$ cat src/rtl/branch_pkg.sv
// Shared decode constants and BHT state encoding for the branch resolution unit.
package branch_pkg;

    localparam logic [2:0] F3_BEQ  = 3'b000;
    localparam logic [2:0] F3_BNE  = 3'b001;
    localparam logic [2:0] F3_BLT  = 3'b100;
    localparam logic [2:0] F3_BGE  = 3'b101;
    localparam logic [2:0] F3_BLTU = 3'b110;
    localparam logic [2:0] F3_BGEU = 3'b111;

    typedef enum logic [1:0] {
        SNT = 2'b00,
        WNT = 2'b01,
        WT  = 2'b10,
        ST  = 2'b11
    } bht_state_e;

    localparam bht_state_e BHT_RST = WNT;

    function automatic logic bht_predict(input bht_state_e s);
        return (s == WT) || (s == ST);
    endfunction

endpackage

$ cat src/rtl/branch_history_table.sv
// Array of 2-bit saturating predictors with a lookup read port, a resolve read port
// and a single saturating-update write port at the resolve index.
module branch_history_table
    import branch_pkg::*;
#(
    parameter int unsigned ENTRIES = 64,
    parameter int unsigned IDX_W   = $clog2(ENTRIES)
) (
    input  logic             clk,
    input  logic             rst,
    input  logic [IDX_W-1:0] lookup_idx,
    input  logic [IDX_W-1:0] resolve_idx,
    input  logic             update,
    input  logic             update_taken,
    output logic             lookup_pred,
    output logic             resolve_pred
);

    bht_state_e bht_q [ENTRIES];
    bht_state_e resolve_state;
    bht_state_e next_state;

    always_ff @(posedge clk) begin
        if (rst) begin
            for (int unsigned i = 0; i < ENTRIES; i++) begin
                bht_q[i] <= BHT_RST;
            end
        end else if (update) begin
            bht_q[resolve_idx] <= next_state;
        end
    end

    always_comb begin
        resolve_state = bht_q[resolve_idx];
        next_state    = resolve_state;
        unique case (resolve_state)
            SNT: next_state = update_taken ? WNT : SNT;
            WNT: next_state = update_taken ? WT  : SNT;
            WT:  next_state = update_taken ? ST  : WNT;
            ST:  next_state = update_taken ? ST  : WT;
        endcase
    end

    // Reads see the registered array, so a same-cycle update is not forwarded.
    always_comb begin
        lookup_pred  = bht_predict(bht_q[lookup_idx]);
        resolve_pred = bht_predict(resolve_state);
    end

endmodule

$ cat src/rtl/branch_resolver.sv
// Execute-stage branch resolution: funct3 decode, PC-select, illegal detection,
// BHT prediction/update and saturating branch/mispredict statistics.
module branch_resolver
    import branch_pkg::*;
#(
    parameter int unsigned BHT_ENTRIES = 64,
    parameter int unsigned IDX_W       = $clog2(BHT_ENTRIES)
) (
    input  logic        clk,
    input  logic        rst,
    input  logic        valid_i,
    input  logic [31:0] pc_i,
    input  logic        is_branch_i,
    input  logic        is_jal_i,
    input  logic        is_jalr_i,
    input  logic [2:0]  funct3_i,
    input  logic        br_equal_i,
    input  logic        br_less_i,
    input  logic [31:0] lookup_pc_i,
    output logic        br_unsigned_o,
    output logic        taken_o,
    output logic        pc_sel_o,
    output logic        illegal_o,
    output logic        pred_taken_o,
    output logic        mispredict_o,
    output logic [31:0] branch_cnt_o,
    output logic [31:0] mispredict_cnt_o
);

    logic        cond;
    logic        reserved;
    logic        multi_hot;
    logic        resolve;
    logic        resolve_pred;
    logic [31:0] branch_cnt_q;
    logic [31:0] mispredict_cnt_q;
    logic        unused_pc_bits;

    assign unused_pc_bits = ^{pc_i[31:IDX_W+2], pc_i[1:0],
                              lookup_pc_i[31:IDX_W+2], lookup_pc_i[1:0]};

    always_comb begin
        br_unsigned_o = (funct3_i == F3_BLTU) || (funct3_i == F3_BGEU);
        cond          = 1'b0;
        reserved      = 1'b0;
        case (funct3_i)
            F3_BEQ:           cond = br_equal_i;
            F3_BNE:           cond = !br_equal_i;
            F3_BLT, F3_BLTU:  cond = br_less_i;
            F3_BGE, F3_BGEU:  cond = !br_less_i;
            default:          reserved = 1'b1;
        endcase
        multi_hot    = (is_branch_i & is_jal_i) | (is_branch_i & is_jalr_i) | (is_jal_i & is_jalr_i);
        illegal_o    = valid_i & ((is_branch_i & reserved) | multi_hot);
        taken_o      = valid_i & is_branch_i & cond;
        pc_sel_o     = valid_i & (is_jal_i | is_jalr_i | taken_o);
        resolve      = valid_i & is_branch_i & !illegal_o;
        mispredict_o = resolve & (resolve_pred != taken_o);
    end

    branch_history_table #(
        .ENTRIES (BHT_ENTRIES)
    ) u_bht (
        .clk          (clk),
        .rst          (rst),
        .lookup_idx   (lookup_pc_i[IDX_W+1:2]),
        .resolve_idx  (pc_i[IDX_W+1:2]),
        .update       (resolve),
        .update_taken (taken_o),
        .lookup_pred  (pred_taken_o),
        .resolve_pred (resolve_pred)
    );

    always_ff @(posedge clk) begin
        if (rst) begin
            branch_cnt_q     <= '0;
            mispredict_cnt_q <= '0;
        end else begin
            if (resolve && (branch_cnt_q != '1)) begin
                branch_cnt_q <= branch_cnt_q + 32'd1;
            end
            if (mispredict_o && (mispredict_cnt_q != '1)) begin
                mispredict_cnt_q <= mispredict_cnt_q + 32'd1;
            end
        end
    end

    assign branch_cnt_o     = branch_cnt_q;
    assign mispredict_cnt_o = mispredict_cnt_q;

endmodule

$ cat config.mk
export PLATFORM = sky130hd
export DESIGN_NAME = branch_resolver
export DESIGN_NICKNAME = d
export VERILOG_FILES = /design/src/rtl/branch_pkg.sv /design/src/rtl/branch_history_table.sv /design/src/rtl/branch_resolver.sv
export SDC_FILE = /design/constraint.sdc
export NUM_CORES = 1
export LEC_CHECK = 0
export CAP_MARGIN = 10
export CELL_PAD_IN_SITES_DETAIL_PLACEMENT = 1
export CELL_PAD_IN_SITES_GLOBAL_PLACEMENT = 1
export CORE_ASPECT_RATIO = 1.5
export CORE_UTILIZATION = 45
export CTS_BUF_LIST = sky130_fd_sc_hd__clkbuf_4
export CTS_CLUSTER_DIAMETER = 200
export DETAILED_ROUTE_END_ITERATION = 10
export GPL_ROUTABILITY_DRIVEN = 0
export GPL_TIMING_DRIVEN = 0
export HOLD_SLACK_MARGIN = 0.02
export PLACE_DENSITY_LB_ADDON = 0.2
export SYNTH_ARGS = -nofsm -noshare
export SYNTH_HDL_FRONTEND = slang
export SYNTH_HIERARCHICAL = 1
export SYNTH_SLANG_ARGS = --single-unit
$ cat constraint.sdc
create_clock -name clk -period 5.9 [get_ports clk]
set_input_delay 1.77 -clock clk [delete_from_list [all_inputs] [get_ports clk]]
set_output_delay 1.77 -clock clk [all_outputs]
set_load 0.005 [all_outputs]
==> metrics.csv, run 1 <==
stage;metric;value;unit
timing;final worst slack;-60.0;ps
floorplan;Die ar.;0.0243;mm2
drt;met3 WL post-DR;1830;um
critical_path;Worst Setup Path Type;in -> out;
placed_design;port bufs;87;
floorplan;die height;190;um
grt;largest net degree at the start of global routing;17;
flow_run;Max Cap Violations;0;
critical_path;Startpoint Class;input port;
critical_path;CP Buf/Inv Count;7;
power;Leak;4.05;nW
drt;via count of the routed design;8823;
grt;Total GRT Usage;0.301;
grt;first-pass GRT wire length;53300;um
synth;Syn Area/Cell;10.3;um2
finish;fraction of layout cells with a size suffix above 1;0.159;
clock_tree;Hold-fix buffers, CTS;0;
finish;Post-Layout Cell Count;1479;
power;VDD IR max;0.128;mV
placed_design;placed insts;1436;
power;total power;2.52;mW
placed_design;Post-DP HPWL;25900;um
drt;top layer in use;met4;
drt;routed wire length per instance;23.7;um
critical_path;CP Cell Sequence;buf_8 -> buf_8 -> buf_8 -> clkinvlp_4 -> a221oi_2 -> o22ai_1 -> a222oi_1 -> nor4b_4 -> inv_1 -> nand3b_1 -> mux2i_4 -> buf_6 -> buf_6;
grt;vias in the first global route;9046;
synth;Yosys reg bits;192;
finish;Final #Nets;1227;
floorplan;initial cell density of the core;0.461;
critical_path;Worst path slowest cell;a222oi_1;
floorplan;Rows;68;
placed_design;pre-CTS setup slack;-1550;ps
timing;endpoints failing setup;1;
outcome;failing checks;setup timing;
synth;Post-synth EDFFs;128;
critical_path;WP data required;4130;ps
clock_tree;H-tree Lvls;4;
timing;Setup TNS Final;-60.0;ps
synth;Yosys top cell area share;0.362;
finish;most common cell after layout, fill and taps aside;nor2_1;
synth;Synth Cell Area;0.0106;mm2
drt;via/cell ratio;5.97;
hold_path;HP Class;reg -> reg;
timing;Slew @ Worst Pin;1220;ps
finish;Area Growth Syn to Fin;16.5;%
finish;fillers;2587;
synth;fraction of registers with async set/reset;0;
critical_path;Critical Path Fanout Max;10;
timing;Relative slew margins;0.182;
power;Pwr Density;204;mW/mm2
critical_path;CP Capture Type;primary output;
clock_tree;Clock Sinks;192;
clock_tree;worst skew pair latency;620;ps
drt;WL met1;13100;um
placed_design;Area after DPL;0.0119;mm2
drt;routed wl met2;17900;um
synth;Syn. warnings;6;
synth;Main synth FF type;edfxtp_1;
clock_tree;TritonCTS clock tree;built;
timing;Tcrit/Tclk final;1.01;
critical_path;crit-path leading delay family;buffers and inverters;
grt;antenna violations before repair;1;
synth;Seq/Total Area, Yosys;0.482;
drt;total wire length;35100;um
clock_tree;number of buffers created by CTS;17;
synth;Yosys top cell by area;edfxtp_1;
clock_tree;CTS clk-pin slew, worst paths;150;ps
drt;antenna-violating nets left;0;
floorplan;IO Pins;145;
outcome;status;complete, but fails checks;
grt;gr ovfl total;0;
critical_path;slowest stage delay, CP;380;ps
drt;Iter 0 DRT Violations;633;
critical_path;Crit path top cell by count;buf_8;
clock_tree;Root Driver;clkbuf_4;
timing;Max Slew Vio Count;0;
drt;DRC Markers;0;
synth;Syn Inst Count;1034;
timing;Final Hold Viols;0;
timing;post-layout min period;5960;ps
synth;top cells by area, synth;edfxtp_1 36%, dfxtp_1 12%, mux4_2 5.3%;
synth;syn nets;1111;
finish;cell area after layout;0.0124;mm2
timing;Fmax;168;MHz
timing;RSZ-0062 raised after global routing;true;
clock_tree;clock buffer depth;2;
finish;commonest non-fill, non-tap cells in the layout;143 x nor2_1, 128 x edfxtp_1, 99 x nand2_1, 83 x clkdlybuf4s50_1, 75 x nand3_1;
synth;Synth cell types;72;
floorplan;core area;0.0231;mm2
critical_path;Critical Path AT;4190;ps
floorplan;die width;127;um
timing;Layout Skew;23.7;ps
drt;DRT Pass-1 Iters;5;
[timing repair]
action                     4_1_cts  5_1_grt
pin swaps                        6        3
setup endpoints to repair        2        2
resized for setup               50        4
buffers inserted                13        0
[state kept, by name, indices dropped and copies added, names as in the netlist]
name / cells
u_bht/bht_q: 128
mispredict_cnt_o: 32
branch_cnt_o: 32
[area by class of cell]
| cell class | count | area [um2] | area share |
|---|---|---|---|
| flip-flops and latches | 192 | 5120 | 0.414 |
| multi-input cells | 756 | 5090 | 0.411 |
| repair buffers | 100 | 983 | 0.0794 |
| plain buffers | 68 | 449 | 0.0363 |
| well taps | 315 | 394 | 0.0318 |
| clock inverters | 14 | 140 | 0.0113 |
| clock buffers | 18 | 135 | 0.0109 |
| inverters | 15 | 63.8 | 0.00515 |
| diodes | 1 | 2.50 | 0.000202 |
[power breakdown]
part	internal, mW	switching (mW)	total [mW]
clock network	0.255	0.472	0.726
registers	1.45	0.0136	1.46
logic	0.132	0.205	0.337
[metrics by stage]
stage	utilization	hold WS, ps
after floorplan	-	481
after global placement	0.516	489
after detailed placement	0.516	498
after CTS	0.537	517
after global routing	0.537	540
final	0.537	511
[Yosys cell counts (10+ instances only)]
| cell type | instances |
|---|---|
| nor2_1 | 144 |
| edfxtp_1 | 128 |
| nand2_1 | 99 |
| nand3_1 | 75 |
| dfxtp_1 | 64 |
| nor3_1 | 54 |
| mux2i_1 | 41 |
| clkbuf_1 | 37 |
| or2_2 | 36 |
| xor2_1 | 36 |
| nand2b_1 | 31 |
| mux4_2 | 25 |
| nand4_1 | 25 |
| and3_1 | 18 |
| nor2b_1 | 17 |
| inv_1 | 15 |
| xnor2_1 | 15 |
| buf_6 | 13 |
| a21oi_1 | 12 |
| buf_2 | 11 |
| and4_1 | 10 |
| o21ai_0 | 10 |
[per-layer routing]
metal,GRT usage,vias up
li1,-,3965
met1,0.336,4398
met2,0.528,345
met3,0.0429,115
met4,0.203,0
met5,0,-
[tightest hold or removal path, delay by kind of cell, from the launching register on]
kind	cells	cell delay, ps
simple gates	1	60
flops	1	370
compound gates	1	60
[worst paths after layout]
check | start | end | slack [ps] | depth (start not counted)
worst max register to register | u_bht/bht_q[15][1]$_SDFFCE_PN0P_ | mispredict_cnt_o[27]$_SDFFE_PP0P_ | 2350 | 13
worst max-delay path | pc_i[3] | mispredict_o | -60 | 13
worst min register to register | mispredict_cnt_o[1]$_SDFFE_PP0P_ | mispredict_cnt_o[1]$_SDFFE_PP0P_ | 510 | 2
worst min-delay path | mispredict_cnt_o[1]$_SDFFE_PP0P_ | mispredict_cnt_o[1]$_SDFFE_PP0P_ | 510 | 2
[kinds of logic (layout without fill, tap and decap cells)]
kind of cell | Yosys count | in the layout | share of synthesized area
muxes | 78 | 78 | 0.106
other | 0 | 1 | 0
buffers and inverters | 86 | 215 | 0.0440
and+or+nand+nor | 551 | 551 | 0.269
adders and majority gates | 6 | 6 | 0.00753
DFF | 192 | 192 | 0.482
xor gates and xnor gates | 51 | 51 | 0.0420
AOI/OAI and AO/OA | 70 | 70 | 0.0493
(Power assumes the default switching activity.)
==> run 2: changes to the inputs <==
--- a/config.mk
+++ b/config.mk
@@ -9,14 +9,14 @@
 export CELL_PAD_IN_SITES_DETAIL_PLACEMENT = 1
 export CELL_PAD_IN_SITES_GLOBAL_PLACEMENT = 1
 export CORE_ASPECT_RATIO = 1.5
-export CORE_UTILIZATION = 45
-export CTS_BUF_LIST = sky130_fd_sc_hd__clkbuf_4
+export CORE_UTILIZATION = 44
 export CTS_CLUSTER_DIAMETER = 200
 export DETAILED_ROUTE_END_ITERATION = 10
 export GPL_ROUTABILITY_DRIVEN = 0
 export GPL_TIMING_DRIVEN = 0
 export HOLD_SLACK_MARGIN = 0.02
-export PLACE_DENSITY_LB_ADDON = 0.2
+export PLACE_DENSITY = 0.78
+export SLEW_MARGIN = 20
 export SYNTH_ARGS = -nofsm -noshare
 export SYNTH_HDL_FRONTEND = slang
 export SYNTH_HIERARCHICAL = 1
==> run 2 against run 1 <==
  * The flow still finishes with violations (setup timing)
  * Sequential power hardly changed
  * Critical path depth decreased by 2
  * Die area is 2.2% higher
  * Via count up 1.4%
  * Final area increased by 3.9%
  * Wire length grew 3.8%
  * Critical path type unchanged
  * Largest cell class is now multi-input gates
==> metrics.csv, run 2 (synthesis results as in run 1) <==
stage;metric;value;unit;change
timing;endpoints failing setup;1;;unchanged
grt;first-pass GRT wire length;54300;um;+1.9%
power;Seq pwr share;0.488;;-0.090
floorplan;core area;0.0237;mm2;+3.0%
clock_tree;number of buffers created by CTS;17;;unchanged
floorplan;initial cell density of the core;0.448;;-0.0133
critical_path;Critical Path AT;4280;ps;+90 ps
floorplan;Die ar.;0.0248;mm2;+2.2%
critical_path;WP data required;4130;ps;about the same
critical_path;Worst R2R Start;u_bht/bht_q[15][1]$_SDFFCE_PN0P_;;
drt;DRT Pass-1 Iters;7;;+2
clock_tree;Hold-fix buffers, CTS;0;;unchanged
clock_tree;Root Driver;clkbuf_16;;
power;Pwr Density;233;mW/mm2;+14%
floorplan;IO Pins;145;;unchanged
power;power share of the combinational group;0.117;;-0.017
timing;RSZ-0062 raised after global routing;true;;
grt;Total GRT Usage;0.303;;+0.00239
critical_path;Critical Path Start;pc_i[2];;
floorplan;die height;192;um;+1.1%
timing;Max Slew Vio Count;0;;unchanged
finish;most common cell after layout, fill and taps aside;nor2_1;;
finish;Largest register FFs;128;;unchanged
critical_path;CP Capture Type;primary output;;
timing;Slew @ Worst Pin;864;ps;-361 ps
critical_path;R2R cell count;14;;+1
outcome;status;complete, but fails checks;;
clock_tree;worst skew pair latency;450;ps;-170 ps
clock_tree;TritonCTS clock tree;built;;
drt;total wire length;36400;um;+3.8%
outcome;failing checks;setup timing;;
drt;DRC Markers;0;;unchanged
finish;Final #Nets;1234;;+0.57%
power;VDD IR max;0.205;mV;+60%
clock_tree;CTS clk-pin slew, worst paths;70;ps;-80 ps
critical_path;Startpoint Class;input port;;
placed_design;port bufs;87;;unchanged
drt;via count of the routed design;8947;;+1.4%
critical_path;worst r2r dst;mispredict_cnt_o[27]$_SDFFE_PP0P_;;
hold_path;worst hold start;mispredict_cnt_o[1]$_SDFFE_PP0P_;;
grt;vias in the first global route;9311;;+2.9%
finish;Top reg by flops;u_bht/bht_q;;
timing;Fmax;165;MHz;-1.5%
timing;post-layout min period;6050;ps;+93.1 ps
drt;via/cell ratio;6.00;;+0.66%
finish;commonest non-fill, non-tap cells in the layout;143 x nor2_1, 128 x edfxtp_1, 99 x nand2_1, 83 x clkdlybuf4s50_1, 75 x nand3_1;;
placed_design;Post-DP HPWL;26500;um;+2.2%
grt;largest net degree at the start of global routing;17;;unchanged
grt;antenna violations before repair;1;;unchanged
finish;fraction of layout cells with a size suffix above 1;0.172;;+0.0127
floorplan;die width;129;um;+1.1%
power;Leak;4.26;nW;+5.4%
hold_path;HP Class;reg -> reg;;
drt;routed wire length per instance;24.4;um;+3.0%
power;net load switching power;0.753;mW;+9.0%
timing;final worst slack;-153;ps;-93.1 ps
timing;Setup TNS Final;-153;ps;-93.1 ps
power;Switching Fraction;0.251;;-0.0224
clock_tree;clock buffer depth;2;;unchanged
finish;Area Growth Syn to Fin;21.0;%;
power;clock group share of total power;0.395;;+0.107
critical_path;setup slack, reg-to-reg;2160;ps;-190 ps
drt;antenna-violating nets left;0;;unchanged
clock_tree;H-tree Lvls;4;;unchanged
drt;Iter 0 DRT Violations;633;;unchanged
power;Int Pwr;2.24;mW;+22%
timing;Tcrit/Tclk final;1.03;;+0.0158
timing;Relative slew margins;0.424;;+0.242
flow_run;Max Cap Violations;0;;unchanged
floorplan;Rows;69;;+1.5%
grt;gr ovfl total;0;;unchanged
critical_path;Worst Setup Path Type;in -> out;;
critical_path;CP endpoint;mispredict_o;;
timing;Final Hold Viols;0;;unchanged
clock_tree;Clock Sinks;192;;unchanged
placed_design;pre-CTS setup slack;-1630;ps;-78.5 ps
timing;Layout Skew;10.7;ps;-13.0 ps
critical_path;Critical Path Fanout Max;10;;unchanged
finish;fillers;2604;;+0.66%
==> run 2: worst max-delay path: stages <==
cell      delay, ps
buf_2           210
buf_4           290
clkbuf_4        290
o22ai_2         100
a222oi_1        470
nor4b_4         380
inv_1           100
nand3b_1        210
mux2i_4         230
buf_6           140
buf_6            80
==> run 2: metal layers <==
| layer | part of all wire | vias to the layer above | global-route usage |
|---|---|---|---|
| met4 | 0.064 | 0 | 0.200 |
| met2 | 0.53 | 377 | 0.550 |
| met3 | 0.055 | 134 | 0.0538 |
| met1 | 0.35 | 4464 | 0.319 |
| met5 | 0 | - | 0 |
| li1 | - | 3972 | - |
==> run 2: how the worst min path moves through the flow <==
stage                                  endpoint  slack (ps)  cells after the start
2_1_floorplan  mispredict_cnt_o[1]$_SDFFE_PP0P_         480                      2
3_3_place_gp   mispredict_cnt_o[1]$_SDFFE_PP0P_         490                      2
3_5_place_dp   mispredict_cnt_o[1]$_SDFFE_PP0P_         510                      2
4_1_cts        mispredict_cnt_o[1]$_SDFFE_PP0P_         520                      2
5_1_grt        mispredict_cnt_o[1]$_SDFFE_PP0P_         540                      2
6_report       mispredict_cnt_o[1]$_SDFFE_PP0P_         510                      2
==> run 2: power groups by stage <==
stage,Sequential [mW],Clock (mW),Combinational [mW]
after floorplan,1.48,0,0.200
after global placement,1.49,0,0.309
after detailed placement,1.49,0,0.314
after CTS,1.46,1.20,0.335
after global routing,1.46,1.25,0.364
final,1.46,1.18,0.351
==> run 2: final cells by class <==
cell class	instances	area [um2]	share of cell area
Multi-Input combinational cell	756	5150	0.401
Tap cell	319	399	0.0310
Clock buffer	24	514	0.0400
Antenna cell	1	2.50	0.000195
Sequential cell	192	5120	0.398
Timing Repair Buffer	106	1060	0.0822
Buffer	69	475	0.0370
Clock inverter	8	72.6	0.00564
Inverter	15	63.8	0.00496
==> run 2: repair_timing <==
| item | 4_1_cts | 5_1_grt |
|---|---|---|
| gates resized for setup | 49 | 20 |
| setup buffers | 14 | 3 |
| pin swaps | 6 | 8 |
| endpoints found under the setup margin | 2 | 2 |
| hold endpoints to repair | 0 | 0 |
| gates cloned | 0 | 1 |
==> run 2: per-stage QoR <==
stage,total power [mW],std cells,util,hold WS [ps],cell area [um2]
final,2.99,1490,0.542,515,12900
after global routing,3.07,1489,0.542,543,12900
after CTS,3.00,1485,0.536,524,12700
after detailed placement,1.80,1441,0.502,514,11900
after global placement,1.80,1440,0.501,490,11900
after floorplan,1.68,1034,-,481,10600
==> run 3: changes to the inputs <==
--- a/config.mk
+++ b/config.mk
@@ -5,7 +5,6 @@
 export SDC_FILE = /design/constraint.sdc
 export NUM_CORES = 1
 export LEC_CHECK = 0
-export CAP_MARGIN = 10
 export CELL_PAD_IN_SITES_DETAIL_PLACEMENT = 1
 export CELL_PAD_IN_SITES_GLOBAL_PLACEMENT = 1
 export CORE_ASPECT_RATIO = 1.5
==> results of run 3 <==
The final DEF is identical to that of run 2; final timing and power are the same.
